`config.mk`:
```
export PLATFORM = sky130hd
export DESIGN_NAME = div_unit
export DESIGN_NICKNAME = d
export VERILOG_FILES = /design/src/rtl/div_unit_pkg.sv /design/src/rtl/div_iter_step.sv /design/src/rtl/div_unit.sv
export SDC_FILE = /design/constraint.sdc
export NUM_CORES = 1
export LEC_CHECK = 0
export ABC_AREA = 1
export BUFFER_PORTS_ARGS = -buffer_cell sky130_fd_sc_hd__buf_2
export CORE_MARGIN = 10
export CORE_UTILIZATION = 40
export CTS_BUF_LIST = sky130_fd_sc_hd__clkbuf_4
export DETAILED_ROUTE_END_ITERATION = 6
export SYNTH_ARGS = -nofsm -noshare
export SYNTH_HDL_FRONTEND = slang
export SYNTH_HIERARCHICAL = 1
export SYNTH_SLANG_ARGS = --single-unit
```
`constraint.sdc`:
```
create_clock -name clk -period 3.32 [get_ports clk]
set_input_delay 0.166 -clock clk [delete_from_list [all_inputs] [get_ports clk]]
set_output_delay 0.166 -clock clk [all_outputs]
set_load 0.05 [all_outputs]
```
`src/rtl/div_unit_pkg.sv`:
```
// ---------------------------------------------------------------------------
// div_unit_pkg
// Shared definitions for the iterative RV32M divider:
//   - XLEN            : operand / result width
//   - DIV_OP_*        : div_op encodings (bit0 = unsigned, bit1 = remainder)
//   - state_t         : controller states S_IDLE / S_CALC / S_DONE
//   - op_is_signed()  : true for DIV / REM
//   - op_is_rem()     : true for REM / REMU
// ---------------------------------------------------------------------------
package div_unit_pkg;

    localparam int XLEN = 32;

    localparam logic [1:0] DIV_OP_DIV  = 2'b00;
    localparam logic [1:0] DIV_OP_DIVU = 2'b01;
    localparam logic [1:0] DIV_OP_REM  = 2'b10;
    localparam logic [1:0] DIV_OP_REMU = 2'b11;

    typedef enum logic [1:0] {
        S_IDLE = 2'b00,
        S_CALC = 2'b01,
        S_DONE = 2'b10
    } state_t;

    function automatic logic op_is_signed(input logic [1:0] op);
        return ~op[0];
    endfunction

    function automatic logic op_is_rem(input logic [1:0] op);
        return op[1];
    endfunction

endpackage

```
`src/rtl/div_iter_step.sv`:
```
// ---------------------------------------------------------------------------
// div_iter_step
// One combinational restoring-division step.
//   rem_in   : partial remainder (always < divisor on entry)
//   dvd_msb  : next dividend bit shifted into the remainder
//   divisor  : unsigned divisor magnitude
//   rem_out  : partial remainder after the step
//   q_bit    : quotient bit produced by this step
// ---------------------------------------------------------------------------
module div_iter_step #(
    parameter int XLEN = 32
) (
    input  logic [XLEN-1:0] rem_in,
    input  logic            dvd_msb,
    input  logic [XLEN-1:0] divisor,
    output logic [XLEN-1:0] rem_out,
    output logic            q_bit
);

    logic [XLEN:0] shifted;
    logic [XLEN:0] trial;

    // Because rem_in < divisor, the shifted value is below 2*divisor, so an
    // XLEN+1 bit trial subtraction is enough: its MSB is the borrow/sign.
    always_comb begin
        shifted = {rem_in, dvd_msb};
        trial   = shifted - {1'b0, divisor};
        q_bit   = ~trial[XLEN];
        rem_out = q_bit ? trial[XLEN-1:0] : shifted[XLEN-1:0];
    end

endmodule

```
`src/rtl/div_unit.sv`:
```
// ---------------------------------------------------------------------------
// div_unit
// Iterative radix-2 restoring divider for DIV / DIVU / REM / REMU.
// Ports:
//   clk, resetn          : clock, asynchronous active-low reset
//   flush                : synchronous abort of any pending/in-flight op
//   div_valid/div_ready  : request handshake (div_op, src1, src2)
//   res_valid/res_ready  : result handshake (result)
// Latency: divide-by-zero and signed overflow finish one cycle after accept;
// all other operations finish XLEN+1 cycles after accept.
// ---------------------------------------------------------------------------
module div_unit #(
    parameter int XLEN  = div_unit_pkg::XLEN,
    parameter int CNT_W = $clog2(XLEN) + 1
) (
    input  logic            clk,
    input  logic            resetn,
    input  logic            flush,
    input  logic            div_valid,
    output logic            div_ready,
    input  logic [1:0]      div_op,
    input  logic [XLEN-1:0] src1,
    input  logic [XLEN-1:0] src2,
    output logic            res_valid,
    input  logic            res_ready,
    output logic [XLEN-1:0] result
);

    import div_unit_pkg::*;

    localparam logic [XLEN-1:0] MOST_NEG = {1'b1, {(XLEN-1){1'b0}}};

    state_t            state_q,   state_d;
    logic [1:0]        op_q,      op_d;
    logic              neg_quo_q, neg_quo_d;
    logic              neg_rem_q, neg_rem_d;
    logic [XLEN-1:0]   dvd_q,     dvd_d;     // dividend, becomes quotient
    logic [XLEN-1:0]   dvs_q,     dvs_d;     // divisor magnitude
    logic [XLEN-1:0]   rem_q,     rem_d;
    logic [CNT_W-1:0]  cnt_q,     cnt_d;
    logic [XLEN-1:0]   result_q,  result_d;

    logic              accept;
    logic              req_signed;
    logic [XLEN-1:0]   abs_src1;
    logic [XLEN-1:0]   abs_src2;
    logic [XLEN-1:0]   step_rem;
    logic              step_q;
    logic [XLEN-1:0]   quo_final;
    logic [XLEN-1:0]   quo_fixed;
    logic [XLEN-1:0]   rem_fixed;

    assign div_ready = (state_q == S_IDLE) && !flush;
    assign res_valid = (state_q == S_DONE);
    assign result    = result_q;
    assign accept    = div_valid && div_ready;

    div_iter_step #(
        .XLEN (XLEN)
    ) u_step (
        .rem_in  (rem_q),
        .dvd_msb (dvd_q[XLEN-1]),
        .divisor (dvs_q),
        .rem_out (step_rem),
        .q_bit   (step_q)
    );

    always_comb begin
        state_d   = state_q;
        op_d      = op_q;
        neg_quo_d = neg_quo_q;
        neg_rem_d = neg_rem_q;
        dvd_d     = dvd_q;
        dvs_d     = dvs_q;
        rem_d     = rem_q;
        cnt_d     = cnt_q;
        result_d  = result_q;

        req_signed = op_is_signed(div_op);
        abs_src1   = (req_signed && src1[XLEN-1]) ? -src1 : src1;
        abs_src2   = (req_signed && src2[XLEN-1]) ? -src2 : src2;

        // Final iteration result, sign-corrected for the last CALC cycle.
        quo_final = {dvd_q[XLEN-2:0], step_q};
        quo_fixed = neg_quo_q ? -quo_final : quo_final;
        rem_fixed = neg_rem_q ? -step_rem  : step_rem;

        case (state_q)
            S_IDLE: begin
                if (accept) begin
                    op_d      = div_op;
                    neg_quo_d = req_signed && (src1[XLEN-1] ^ src2[XLEN-1]);
                    neg_rem_d = req_signed && src1[XLEN-1];
                    dvd_d     = abs_src1;
                    dvs_d     = abs_src2;
                    rem_d     = '0;
                    cnt_d     = CNT_W'(XLEN);
                    if (src2 == '0) begin
                        result_d = op_is_rem(div_op) ? src1 : '1;
                        state_d  = S_DONE;
                    end else if (req_signed && (src1 == MOST_NEG) && (src2 == '1)) begin
                        result_d = op_is_rem(div_op) ? '0 : MOST_NEG;
                        state_d  = S_DONE;
                    end else begin
                        state_d  = S_CALC;
                    end
                end
            end
            S_CALC: begin
                dvd_d = quo_final;
                rem_d = step_rem;
                cnt_d = cnt_q - CNT_W'(1);
                if (cnt_q == CNT_W'(1)) begin
                    result_d = op_is_rem(op_q) ? rem_fixed : quo_fixed;
                    state_d  = S_DONE;
                end
            end
            S_DONE: begin
                if (res_ready) begin
                    state_d = S_IDLE;
                end
            end
            default: begin
                state_d = S_IDLE;
            end
        endcase

        // Abort wins over everything else, including the result handshake.
        if (flush) begin
            state_d = S_IDLE;
        end
    end

    always_ff @(posedge clk or negedge resetn) begin
        if (!resetn) begin
            state_q   <= S_IDLE;
            op_q      <= '0;
            neg_quo_q <= 1'b0;
            neg_rem_q <= 1'b0;
            dvd_q     <= '0;
            dvs_q     <= '0;
            rem_q     <= '0;
            cnt_q     <= '0;
            result_q  <= '0;
        end else begin
            state_q   <= state_d;
            op_q      <= op_d;
            neg_quo_q <= neg_quo_d;
            neg_rem_q <= neg_rem_d;
            dvd_q     <= dvd_d;
            dvs_q     <= dvs_d;
            rem_q     <= rem_d;
            cnt_q     <= cnt_d;
            result_q  <= result_d;
        end
    end

endmodule

```
# Yosys cells after proc, flatten, opt, wreduce, memory -nomap -nowiden

Cells that the tools add are included.

Flip-flop bits (word level): 140
Input port bits: 71
Output and inout port bits: 34
Logic and storage cells: 70

Add/subtract/negate cells: 6
Eq/ne operators: 11
Multiplexer cells: 26
Bitwise logic cells: 3
Reductions and logical operators: 15

Operators by type and width:

| kind                                                                   | number |
|---|---|
| 32-bit 2-to-1 mux                                                      | 14 |
| 32-bit case mux with 2 select lines                                    | 3 |
| 32-bit negator                                                         | 4 |
| 32-bit equality test (second input constant)                           | 2 |
| 33-bit by 32-bit subtractor with 33-bit output                         | 1 |
| 32-bit logical NOT                                                     | 1 |
| 2-bit 2-to-1 mux                                                       | 6 |
| 6-bit case mux with 2 select lines                                     | 1 |
| 1-bit logical AND                                                      | 7 |
| 6-bit by 1-bit equality test with 1-bit output (second input constant) | 1 |
| 6-bit 2-to-1 mux                                                       | 1 |
| 3-bit != test (second input constant)                                  | 2 |
| 2-bit case mux with 3 select lines                                     | 1 |
| 6-bit by 1-bit subtractor with 6-bit output (second input constant)    | 1 |
| 2-bit != test (second input constant)                                  | 2 |
| 2-bit AND reduction                                                    | 2 |
| 4-bit AND reduction                                                    | 1 |
| 3-bit by 1-bit != test with 1-bit output (second input constant)       | 1 |
| 3-bit by 2-bit != test with 1-bit output (second input constant)       | 1 |
| 3-bit AND reduction                                                    | 1 |
| 2-bit by 1-bit equality test with 1-bit output (second input constant) | 1 |
| 2-bit equality test (second input constant)                            | 1 |
| 2-bit logical NOT                                                      | 1 |
| 1-bit inverter                                                         | 2 |
| other kinds (3)                                                        | 3 |

# Longest topological paths before layout

Depth after elaboration: 8
Gate-level depth with buffers: 31
Mapped depth without buffers: 30

# Modules after synthesis

The synthesis kept the hierarchy.

By module, submodules not included:

| module        | times used | cells each | area an instance (µm²) | sequential area each (µm²) |
|---|---|---|---|---|
| div_unit      | 1          | 1,572      | 10,072.2               | 3,478.3 |
| div_iter_step | 1          | 683        | 3,163.0                | 0.0 |

# Worst setup path after synthesis

Ideal clock, no wire load.

Kind: register -> register
Start point: reg dvd_q[31]
End point: reg result_q[18], in the netlist result[18]
Setup time: 0.118 ns
Arrival: 3.152 ns
Required time: 3.202 ns
Setup slack: 0.050 ns
Stages on the path, launching flop included: 30
Buffers on the path: 1
Clock period less this slack: 3.270 ns
Path through: dfrtp_1 -> inv_1 -> ha_1 -> fa_1 -> inv_1 -> nand2_1 -> nand2_1 -> nand3_1 -> nand2_2 -> nand2_1 -> nand2_2 -> nand2_2 -> nand3_1 -> nand2_4 -> buf_4 -> nand2_1 -> nand2_1 -> inv_1 -> ha_1 -> nand2_1 -> nand2_1 -> nand2_1 -> nor2_1 -> nand3_1 -> nand3_1 -> nand2_1 -> nand2_1 -> nand2_1 -> nand2_1 -> nand2_1

Cells in the longest elaborated chain, start to end: 7
Elaborated cells on any way between the ends: 10
Those cells by class: add/sub: 3; mux: 6; bitwise: 1

Ends and longest elaborated chain:

| element                                        | RTL line            | text |
|---|---|---|
| start: declaration                             | div_unit.sv:37      | `logic [XLEN-1:0] dvd_q, dvd_d;` |
| start signal: assignment                       | div_unit.sv:150     | `dvd_q <= dvd_d;` |
| 33-bit by 32-bit subtractor with 33-bit output | div_iter_step.sv:27 | `trial = shifted - {1'b0, divisor};` |
| 32-bit 2-to-1 mux (*)                          | div_iter_step.sv:29 | `rem_out = q_bit ? trial[XLEN-1:0] : shifted[XLEN-1:0];` |
| net step_rem[0]                                | div_unit.sv:47      | `logic [XLEN-1:0] step_rem;` |
| 32-bit negator (*)                             | div_unit.sv:86      | `rem_fixed = neg_rem_q ? -step_rem : step_rem;` |
| 32-bit 2-to-1 mux (*)                          | div_unit.sv:86      |  |
| 32-bit 2-to-1 mux (*)                          | div_unit.sv:114     | `result_d = op_is_rem(op_q) ? rem_fixed : quo_fixed;` |
| 32-bit 2-to-1 mux (*)                          | div_unit.sv:113     | `if (cnt_q == CNT_W'(1)) begin` |
| 32-bit case mux with 2 select lines (*)        | div_unit.sv:88      | `case (state_q)` |
| end signal: assignment                         | div_unit.sv:154     | `result_q <= result_d;` |
| end: declaration                               | div_unit.sv:41      | `logic [XLEN-1:0] result_q, result_d;` |

Mark *: on every way through the listed nets, which the timed path passes. The rest lies on a longest branch. The select of a mux whose other input is x is not followed.
A chain may end at the register's enable or synchronous reset.

# Worst setup path after layout

Start point: reg dvs_q[30]
End point: reg result_q[4], in the netlist result[4]

Cells in the longest elaborated chain, start to end: 7
Elaborated cells on any way between the ends: 10
Those cells by class: add/sub: 3; mux: 6; bitwise: 1

Ends and longest elaborated chain:

| element                                        | RTL line            | text |
|---|---|---|
| start: declaration                             | div_unit.sv:38      | `logic [XLEN-1:0] dvs_q, dvs_d;` |
| start signal: assignment                       | div_unit.sv:151     | `dvs_q <= dvs_d;` |
| 33-bit by 32-bit subtractor with 33-bit output | div_iter_step.sv:27 |  |
| 1-bit inverter                                 | div_iter_step.sv:28 | `q_bit = ~trial[XLEN];` |
| net step_q                                     | div_unit.sv:48      | `logic step_q;` |
| 32-bit negator                                 | div_unit.sv:85      | `quo_fixed = neg_quo_q ? -quo_final : quo_final;` |
| 32-bit 2-to-1 mux                              | div_unit.sv:85      |  |
| 32-bit 2-to-1 mux                              | div_unit.sv:114     |  |
| 32-bit 2-to-1 mux                              | div_unit.sv:113     |  |
| 32-bit case mux with 2 select lines            | div_unit.sv:88      |  |

The timed path passes the listed nets, and every way through them passes these cells. The select of a mux whose other input is x is not followed.

==> impl_results.md <==
- Outcome: complete, but fails checks
- Failing checks: setup timing
- IO Pins: 105
- Kind of critical path: reg -> reg
- Post-route setup slack: -103 ps
- Slew headroom: 0.391
- Hold Path Depth: 5
- Via density: ~5.3
- Max Cap Viol: 0
- Flops & latches, synth: around 140
- Root Buffer: clkbuf_4
- Worst setup SP type: register
- Area of the multi-input gates: approximately 9100 sq um
- Longest Clk Path Bufs: 2
- Worst endpoint required time: between 3000 and 4000 ps
- Power Dens Cells: 1240 nW/um^2
- Peak Freq: about 0.29 GHz
- Worst path bufs/invs: 5
- Final WL: 52800 microns
- Synthesized net count: between 2000 and 2500
- Final setup fails: 21
- Crit path cell chain: inv_1 -> ha_1 -> nand2_1 -> a21oi_1 -> nor2_1 -> nand2_2 -> a21oi_4 -> buf_6 -> nand3_4 -> nand2_8 -> nand2_4 -> nand2_2 -> inv_2 -> ha_4 -> nand2_2 -> nand2_4 -> buf_4 -> buf_4 -> xor2_2 -> nand2_1 -> nand3_1 -> nand3_1 -> nand2_1
- Initial cell density of the core: 0.406
- Die Area: between 40000 and 50000 sq um
- Flop2flop setup slack: -100 ps
- Worst Path Arrival: 3920 ps
- Fillers: approximately 3300
- Mapped cell area: around 13000 sq um
- All-Layer GR Usage: 0.246
- Final Hold Vio Count: 0
- Reg area: roughly 3500 sq um
- TritonRoute pass-1 iters: 6
- Synth Area per Inst: roughly 5.9 sq um
- Max-slew violations: 0
- Critical Path Max Stage Delay: roughly 400 ps
- Antenna violations before repair: 4
- Syn Inst Count: between 2000 and 2500
- Layout cell share with drive strength beyond 1: 0.203
- Crit path max fanout: 7
- Initial DRC Count: approximately 1400
- Htree depth: 4
- Cell family with most CP delay: simple AND/OR/NAND/NOR gates
- Critical-path top delay cell: dfrtp_1
- Area leader, netlist: dfrtp_1
- Post-synth EDFFs: 0
- Max VDD drop: between 0.8 and 0.9 mV
- Final hold slack: about 49 ps
- Setup TNS: -713 ps
- Largest net degree at the start of global routing: 78
- Placed Instances: around 2900
- Post-DRT Antenna Nets: 0
- Area Growth Syn to Fin: 29.8%
- Post-DR wirelength/cell: ~18 microns
- # DRC: 0
- Total CTS buffers: 17
- Core Area: 32600 sq um
- Fin crit share: 1.03
- Die W: roughly 200 microns
- GP Congestion: 0.958
- Crit end category: register
- Predominant post-synthesis flop cell: dfrtp_1
- CP Depth: 23
- Ys async rst share: 1.00
- Worst skew pair latency: 600 ps
- Clock Sinks: around 140
- RSZ-0062 raised after global routing: true
- Die height: 202 microns
- Placement Rows: between 60 and 70
- Vias in the first global route: between 10000 and 15000
- Final instance count without filler cells: around 3000
- CTS tree: yes
- Sequential area share after synthesis: 0.263
- Synth warnings: 6
- Dpl hpwl: between 40000 and 50000 microns
- Setup WS pre-CTS: -235 ps
- Cell variety after synth: 48
- Ranking of synthesized cells by area: dfrtp_1 (26%), nand2_1 (22%), inv_1 (8.5%), nor2_1 (7.9%), nand3_1 (7.1%)
- Reg2Reg Depth: 23
- Top cell type's share of synthesized area: 0.263
- First-pass GRT wire length: approximately 80000 microns
- Leak: just under 9 nW
- Tmin final: roughly 3400 ps
- Detailed-route via count: 15715
- Clk pin slew, worst setup/hold paths: 130 ps
- Worst slew pin tran: about 910 ps
- Hold WC Path Type: in -> reg
- PortBufs: approximately 100
- GR Overflow Total: 0
- Layout Nets: around 2600
- Clock Skew: between 20 and 30 ps
layout by cell type (no fill, tap or decap), types with 7 or more instances in the layout:
| cell type | count |
|---|---|
| nand2_1 | 724 |
| inv_1 | 279 |
| nor2_1 | 251 |
| nand3_1 | 175 |
| buf_4 | 139 |
| dfrtp_1 | 138 |
| o21ai_0 | 122 |
| buf_2 | 104 |
| dlygate4sd3_1 | 64 |
| nand2_2 | 61 |
| a21oi_1 | 58 |
| xor2_1 | 42 |
| nand4_1 | 34 |
| inv_2 | 25 |
| nor2_2 | 24 |
| o21ai_1 | 23 |
| nor2_4 | 22 |
| o21bai_1 | 19 |
| ha_1 | 19 |
| ha_4 | 18 |
| clkbuf_4 | 18 |
| nor3_1 | 17 |
| nand2_4 | 16 |
| o22ai_1 | 15 |
| o221ai_1 | 14 |
| a21oi_2 | 13 |
| nand3_2 | 12 |
| or2_2 | 10 |
| buf_6 | 10 |
| xnor2_1 | 7 |
| bufinv_16 | 7 |
tightest hold or removal path, cell delays in order:
cell	delay, ps
buf_2	120
inv_1	80
nand2_1	70
nand3_1	80
nand2_1	100
timing repair:
action	4_1_cts	5_1_grt
pin swaps	5	65
buffers inserted	1	23
hold buffers	64	0
resized for setup	32	203
endpoints found under the hold margin	149	0
cloned	2	4
endpoints found under the setup margin	27	30
layer usage:
layer / GRT usage / wire length, microns / vias to the layer above
met2: 0.381 / 23800 / 568
met4: 0.101 / 1850 / 2
met5: 0 / 13 / -
li1: - / - / 7725
met1: 0.329 / 23200 / 7328
met3: 0.0449 / 3920 / 92
cells in the mapped netlist, types with 12 or more instances:
master    instances
o21ai_0         137
nand2_1         790
nand4_1          34
o221ai_1         14
nor2_1          278
inv_1           298
xor2_1           43
o21bai_1         19
nand3_1         188
o21ai_1          12
o22ai_1          15
dfrtp_1         139
clkbuf_1         31
a21oi_1          66
nor2_2           12
ha_1             39
nor3_1           17
area by class of cell:
type | count | area share
timing repair buffer | 324 | 0.144
tap | 442 | 0.0322
antenna | 2 | 0.000291
inverter | 309 | 0.0680
multi-input combinational | 1746 | 0.531
clock buffer | 18 | 0.00786
sequential | 139 | 0.202
clock inverter | 12 | 0.0143
per-stage QoR:
step,area [sq um],utilization,total power (W)
floorplan,13200,-,0.0118
global placement,15000,0.460,0.0168
detailed placement,15000,0.460,0.0169
CTS,16200,0.497,0.0189
global route,17200,0.527,0.0230
finish,17200,0.527,0.0212
kinds of logic (layout without fill, tap and decap cells):
logic type | count (synthesis) | in the layout | synth area share
other cells | 0 | 2 | 0
mux | 1 | 1 | 0.000756
buf+inv | 373 | 663 | 0.111
flops | 139 | 139 | 0.263
fa+ha+maj | 40 | 40 | 0.0384
xor+xnor | 50 | 50 | 0.0331
compound gates | 283 | 283 | 0.121
simple gates | 1369 | 1372 | 0.433
power by group:
part,switching [W],total (W),internal [W]
clock,0.000681,0.00151,0.000825
sequential,0.000707,0.00313,0.00242
combinational,0.0104,0.0166,0.00624
worst paths after layout:
| check | startpoint | to |
|---|---|---|
| max in group asynchronous | resetn | rem_q[6]$_DFFE_PN0P_ |
| max | dvs_q[30]$_DFFE_PN0P_ | result[4]$_DFFE_PN0P_ |
| max reg2reg | dvs_q[30]$_DFFE_PN0P_ | result[4]$_DFFE_PN0P_ |
| min in group asynchronous | resetn | result[25]$_DFFE_PN0P_ |
| min reg2reg | result[1]$_DFFE_PN0P_ | result[1]$_DFFE_PN0P_ |
| min | div_op[0] | dvd_q[31]$_DFFE_PN0P_ |
state kept, by name, summed over array words and instances, names as in the netlist:
signal	cells
neg_rem_q	1
result	32
rem_q	32
dvd_q	32
dvs_q	32
cnt_q	6
state_q	2
op_q	1
neg_quo_q	1
Power figures use the tool's default switching activity.
